## src/rtl/dcache_refill_unit.sv

```systemverilog
// Refill engine for L1 data-cache misses: fetches one block as a burst of beats,
// assembles it, and hands it back to the cache controller with a single-cycle resolve pulse.
module dcache_refill_unit #(
  parameter int BLOCK_BITS  = 1024,
  parameter int BEAT_BITS   = 64,
  parameter int ADDR_W      = 32,
  parameter int OFFSET_BITS = 7,
  parameter int BEATS       = BLOCK_BITS / BEAT_BITS
) (
  input  logic                    clk,
  input  logic                    rst,
  input  logic                    read_repair_request,
  input  logic                    write_repair_request,
  input  logic [ADDR_W-1:0]       missed_addr,
  input  logic [ADDR_W-1:0]       write_missed_addr,
  output logic                    repair_resolved,
  output logic [ADDR_W-1:0]       fill_addr,
  output logic [BLOCK_BITS-1:0]   fill_data,
  output logic [BLOCK_BITS/8-1:0] fill_mask,
  output logic                    mem_req_valid,
  input  logic                    mem_req_ready,
  output logic [ADDR_W-1:0]       mem_req_addr,
  output logic [7:0]              mem_req_len,
  input  logic                    mem_resp_valid,
  input  logic [BEAT_BITS-1:0]    mem_resp_data,
  input  logic                    mem_resp_last,
  input  logic                    mem_resp_err,
  output logic                    busy,
  output logic [7:0]              err_count
);

  localparam int                CNT_W     = (BEATS > 1) ? $clog2(BEATS) : 1;
  localparam int                MASK_BITS = BLOCK_BITS / 8;
  localparam logic [CNT_W-1:0]  LAST_BEAT = CNT_W'(BEATS - 1);
  localparam logic [ADDR_W-1:0] LINE_MASK = {ADDR_W{1'b1}} << OFFSET_BITS;

  typedef enum logic [2:0] {
    IDLE    = 3'd0,
    REQ     = 3'd1,
    FILL    = 3'd2,
    RESOLVE = 3'd3,
    COOL    = 3'd4
  } state_t;

  function automatic logic [ADDR_W-1:0] line_align(input logic [ADDR_W-1:0] addr);
    return addr & LINE_MASK;
  endfunction

  state_t                 state_r;
  logic [CNT_W-1:0]       beat_cnt_r;
  logic                   err_flag_r;
  logic [ADDR_W-1:0]      line_r;
  logic [BLOCK_BITS-1:0]  block_r;
  logic                   repair_resolved_r;
  logic [ADDR_W-1:0]      fill_addr_r;
  logic [BLOCK_BITS-1:0]  fill_data_r;
  logic [MASK_BITS-1:0]   fill_mask_r;
  logic                   mem_req_valid_r;
  logic [ADDR_W-1:0]      mem_req_addr_r;
  logic                   busy_r;
  logic [7:0]             err_count_r;

  logic [BLOCK_BITS-1:0]  block_merge_s;
  logic                   burst_end_s;
  logic                   burst_bad_s;

  // Current block with the incoming beat merged in, plus burst-end classification.
  always_comb begin
    block_merge_s = block_r;
    block_merge_s[int'(beat_cnt_r) * BEAT_BITS +: BEAT_BITS] = mem_resp_data;
    burst_end_s = mem_resp_last || (beat_cnt_r == LAST_BEAT);
    burst_bad_s = err_flag_r || mem_resp_err || (beat_cnt_r != LAST_BEAT);
  end

  // Refill state machine with all outputs registered on the transitions.
  always_ff @(posedge clk or negedge rst) begin
    if (!rst) begin
      state_r           <= IDLE;
      beat_cnt_r        <= '0;
      err_flag_r        <= 1'b0;
      line_r            <= '0;
      block_r           <= '0;
      repair_resolved_r <= 1'b0;
      fill_addr_r       <= '0;
      fill_data_r       <= '0;
      fill_mask_r       <= '0;
      mem_req_valid_r   <= 1'b0;
      mem_req_addr_r    <= '0;
      busy_r            <= 1'b0;
      err_count_r       <= 8'd0;
    end else begin
      case (state_r)
        IDLE: begin
          // Read wins a tie; a losing write must be re-asserted by the controller.
          if (read_repair_request) begin
            line_r          <= line_align(missed_addr);
            mem_req_addr_r  <= line_align(missed_addr);
            mem_req_valid_r <= 1'b1;
            busy_r          <= 1'b1;
            state_r         <= REQ;
          end else if (write_repair_request) begin
            line_r          <= line_align(write_missed_addr);
            mem_req_addr_r  <= line_align(write_missed_addr);
            mem_req_valid_r <= 1'b1;
            busy_r          <= 1'b1;
            state_r         <= REQ;
          end
        end
        REQ: begin
          if (mem_req_valid_r && mem_req_ready) begin
            mem_req_valid_r <= 1'b0;
            beat_cnt_r      <= '0;
            err_flag_r      <= 1'b0;
            state_r         <= FILL;
          end
        end
        FILL: begin
          if (mem_resp_valid) begin
            block_r    <= block_merge_s;
            beat_cnt_r <= beat_cnt_r + CNT_W'(1);
            err_flag_r <= err_flag_r | mem_resp_err;
            if (burst_end_s) begin
              if (burst_bad_s) begin
                if (err_count_r != 8'hFF) begin
                  err_count_r <= err_count_r + 8'd1;
                end
                mem_req_addr_r  <= line_r;
                mem_req_valid_r <= 1'b1;
                state_r         <= REQ;
              end else begin
                repair_resolved_r <= 1'b1;
                fill_addr_r       <= line_r;
                fill_data_r       <= block_merge_s;
                fill_mask_r       <= {MASK_BITS{1'b1}};
                state_r           <= RESOLVE;
              end
            end
          end
        end
        RESOLVE: begin
          repair_resolved_r <= 1'b0;
          fill_mask_r       <= '0;
          state_r           <= COOL;
        end
        COOL: begin
          // The controller may still hold its request for a cycle after resolve.
          busy_r  <= 1'b0;
          state_r <= IDLE;
        end
        default: begin
          repair_resolved_r <= 1'b0;
          fill_mask_r       <= '0;
          mem_req_valid_r   <= 1'b0;
          busy_r            <= 1'b0;
          state_r           <= IDLE;
        end
      endcase
    end
  end

  assign repair_resolved = repair_resolved_r;
  assign fill_addr       = fill_addr_r;
  assign fill_data       = fill_data_r;
  assign fill_mask       = fill_mask_r;
  assign mem_req_valid   = mem_req_valid_r;
  assign mem_req_addr    = mem_req_addr_r;
  assign mem_req_len     = 8'(BEATS - 1);
  assign busy            = busy_r;
  assign err_count       = err_count_r;

endmodule

```

## config.mk

```make
export PLATFORM = sky130hd
export DESIGN_NAME = dcache_refill_unit
export DESIGN_NICKNAME = d
export VERILOG_FILES = /design/src/rtl/dcache_refill_unit.sv
export SDC_FILE = /design/constraint.sdc
export NUM_CORES = 2
export LEC_CHECK = 0
export CAP_MARGIN = 20
export CORE_AREA = 2 2 527 529
export CTS_BUF_LIST = sky130_fd_sc_hd__clkbuf_16
export CTS_CLUSTER_DIAMETER = 100
export DETAILED_ROUTE_END_ITERATION = 12
export DIE_AREA = 0 0 529 531
export SYNTH_ARGS = -nofsm -noshare
export SYNTH_HDL_FRONTEND = slang
export SYNTH_SLANG_ARGS = --single-unit
```

## constraint.sdc

```tcl
create_clock -name clk -period 4.7 [get_ports clk]
set_input_delay 1.41 -clock clk [delete_from_list [all_inputs] [get_ports clk]]
set_output_delay 1.41 -clock clk [all_outputs]
set_load 0.01 [all_outputs]
```

# After elaboration in Yosys (flattened, before gate mapping)
# Cells that the tools add are included.
# totals
output_inout_bits	1235
register_bits	2291
# op_classes
n_eq_ne	13
reduce_logical	21
n_bitwise	5
muxes	35
shifts	2
n_addsub	3
# ops
op	n
$bwmux 1024	1
$shift 64x33->1024 const A	1
$shiftx 64x33->1024	1
$mux 128	3
$pmux 128 s2	1
$mux 32	5
$pmux 32 s2	1
$neg 10->33	1
$mux 3	5
$pmux 3 s4	1
$reduce_and 4->1	3
$mux 1	10
$ne 2x2->1 const B	5
$reduce_and 5->1	2
$add 8x1->8 const B	1
$mux 4	2
$ne 8x8->1 const B	1
$pmux 4 s2	1
$eq 3x2->1 const B	2
$pmux 1 s2	3
$reduce_and 2->1	3
$reduce_and 6->1	1
$reduce_bool 2->1	3
$reduce_or 3->1	2
15 further kinds	20

# Longest topological paths before layout
# depth
ltp_word	6
mapped_depth	13
depth_no_buf	6

# Least setup slack after synthesis
# Ideal clock, no wire load.
# synth_path
path_type	reg-to-output
start	register fill_mask[126] (netlist name)
end	output port fill_mask[0]
arrival_ns	2.649
required_ns	3.290
stages_incl_launch_ff	2
slack_ns	0.641
path_buffers	1
path_cell_list	dfrtp_1 > buf_4
# synth_lines
item	line	text
end: declaration	19	output logic [BLOCK_BITS/8-1:0] fill_mask,

==> results.cfg <==
[timing]
rsz0062_at_grt = false
tns_ns = 0
hold_viol_final = 0
skew_ns = 0.0541
setup_viol = 0
fmax_ghz = 0.263
maxSlewViolCount = 0
relSlewSlack_pct = 24.7
tightest_slew_ns = 1.13
fin_crit_sh_pct = 81.0
min_period_ns = 3.81

[power_and_ir_drop]
power.density_nw_per_um2 = 389
p_leak_nw = 53.3
vdd_drop_max_mv = 0.870

[routing]
drtPass1Iterations = 6
routed_wl_um = 374000
route.detailed.drc = 0
drtIter0Drc = 5882
routed_via_density = 5.32
antenna_violating_nets_post_route = 0
routedWlPerCell_um = 28.2
vias = 70700

[clock_network]
cts_buffers = 237
htree_levels = 4
cts_tree = built
postCtsSetupBuffers = 0
ctsHoldBuffers = 0
cts-resized-gates = 0
clk_pin_slew_worst_paths_ns = 0.06
cts_root_buf = clkbuf_16
clockBufferDepth = 4
insertion_delay_ns = 0.93
clkSinkCount = 2142

[hold_path]
hold_end = block_r[356]
min_path_type = reg2reg
hp-start = block_r[356]
whs_path_depth = 2

[synthesis]
synth.most_common_cell = dfrtp_1
synthArstFlopShare_pct = 100
synth_seq_cells = 2142
postSynthAreaPerCell_um2 = 11.0
synth_common_cells = dfrtp_1 (2142), nor2_1 (1038), mux2i_1 (912)
syn-instance-count = 8553
synth_cell_types = 65
synth_ff_type = dfrtp_1
ys_seq_area_share_pct = 57.1
synth_top_area_share_pct = 57.1
synth_top_area_cell = dfrtp_1
ys_top_cells_by_area = dfrtp_1 (57%), mux2i_1 (9.7%), mux2_2 (7.9%)
yosys_warnings = 0
synth_edf_count = 0
syn-cell-area_um2 = 93800

[critical_path]
critical_path_class = reg2out
r2r_cells = 7
r2r-start = beat_cnt_r[0]
critPathArrivalTime_ns = 2.40
cp-start-kind = flip-flop
worstPathMaxFanout = 127
r2r_setup_slack_ns = 0.93
worstPathCellList = buf_16 -> clkdlybuf4s50_1
r2r_end = block_r[61]
slowest_delay_ns = 0.63
cpMaxStageDelayCell = clkdlybuf4s50_1
critPathCaptureType = primary output
required_ns = 3.29

[global_routing]
grt_usage_pct = 26.0
antenna_found_initial = 52
overflow = 0
grt_pass1_wl_um = 526000
grt_pass1_vias = 70100
grt_start_max_net_pins = 190

[floorplan]
dieArea_um2 = 281000
core_um2 = 275000
rows = 193
fp.dieW_um = 529
start_util_pct = 34.1
io_pins = 1371
die_y_um = 531

[placement]
dp_hpwl_um = 258000
place_congestion = 0.874
placedCellCount = 12800
numPortBuffers = 1334

[final_layout]
stdcell_count = 13300
fin_nets = 9597
drive_gt1_share_pct = 14.4
post-route-util_pct = 42.7
area_growth_pct = 25.4

[job]
drv_cap = 0

[run_status]
status = completed
stage by stage:
stage               setup WS (ns)  cell area, µm²  total power [mW]  hold WS, ns
detailed placement          0.387          110000              28.4        0.469
global route                0.652          118000              47.5        0.502
global placement            0.435          110000              28.3        0.460
finish                      0.891          118000              45.7        0.477
floorplan                   0.641           93900              24.5        0.449
CTS                         0.210          117000              46.2        0.483
layout make-up:
cell class | instances | area (µm²)
clock buffer | 237 | 5930
sequential | 2142 | 53600
tap | 3607 | 4510
inverter | 63 | 236
clock inverter | 190 | 1320
multi-input combinational | 5395 | 35700
antenna | 36 | 90.1
timing repair buffer | 1618 | 16300
fill | 25800 | 158000
critical path, delay by kind of cell, from the launching register on:
kind	cells	cell delay [ns]
DFF	1	0.46
buffers and inverters	2	0.91
report_power, final:
group,internal [mW],switching (mW),total [mW]
logic,2.81,5.82,8.64
clock network,9.85,7.93,17.8
registers,19.0,0.378,19.3
total,31.6,14.1,45.7
how the worst max path moves through the flow:
stage	from	to	cells past startpoint
floorplan	fill_mask[126]	fill_mask[0]	1
global placement	mem_resp_valid	block_r[30]	5
detailed placement	mem_resp_valid	block_r[30]	5
CTS	fill_mask[126]	repair_resolved	2
global route	beat_cnt_r[0]	block_r[6]	7
finish	fill_mask[126]	fill_mask[11]	2
state kept, by name (all words and copies together) (netlist names):
register,count
block_r,1024
beat_cnt_r,4
fill_mask,1
mem_req_addr,25
busy,1
line_r,25
fill_addr,25
err_count,8
err_flag_r,1
fill_data,1024
mem_req_valid,1
state_r,3
layout by cell type (no fill, tap or decap), drive strengths merged, types with 4 or more instances in the layout:
cell | synthesis | final
mux2 | 763 | 763
nor2b | 4 | 4
ha | 4 | 4
nor3b | 65 | 65
bufinv | 0 | 13
nand2b | 4 | 4
nand2 | 565 | 565
inv | 63 | 119
a31oi | 196 | 196
dfrtp | 2142 | 2142
and3 | 69 | 69
mux2i | 912 | 912
o21ai | 571 | 571
nand3 | 138 | 138
o211ai | 4 | 4
conb | 2 | 22
nand4 | 5 | 5
buf | 441 | 334
clkinvlp | 0 | 9
and2 | 67 | 67
xor2 | 8 | 8
a2111oi | 4 | 4
clkinv | 0 | 112
or2 | 4 | 4
nor2 | 1040 | 1040
nor3 | 76 | 76
a21oi | 834 | 834
clkbuf | 532 | 238
clkdlybuf4s50 | 0 | 1283
diode | 0 | 36
or3b | 4 | 4
routing by layer:
layer	share of wire [%]	vias up	GRT usage [%]	routed length, µm
li1	-	31100	-	-
met2	46	2880	40.8	171000
met5	0.022	-	0	82
met1	41	36200	33.6	152000
met3	8.5	593	6.75	31900
met4	5.0	14	11.9	18800
kinds of logic (layout without fill, tap and decap cells):
kind of cell	after synthesis	count (layout)	synth area share (%)
mux	1675	1675	18.9
flops	2142	2142	57.1
buf+inv	1036	2108	5.37
xor+xnor	9	9	0.0840
fa+ha+maj	4	4	0.0534
compound gates	1627	1627	9.08
other cells	2	58	0.00801
simple gates	2058	2058	9.37
(Power assumes the default switching activity.)
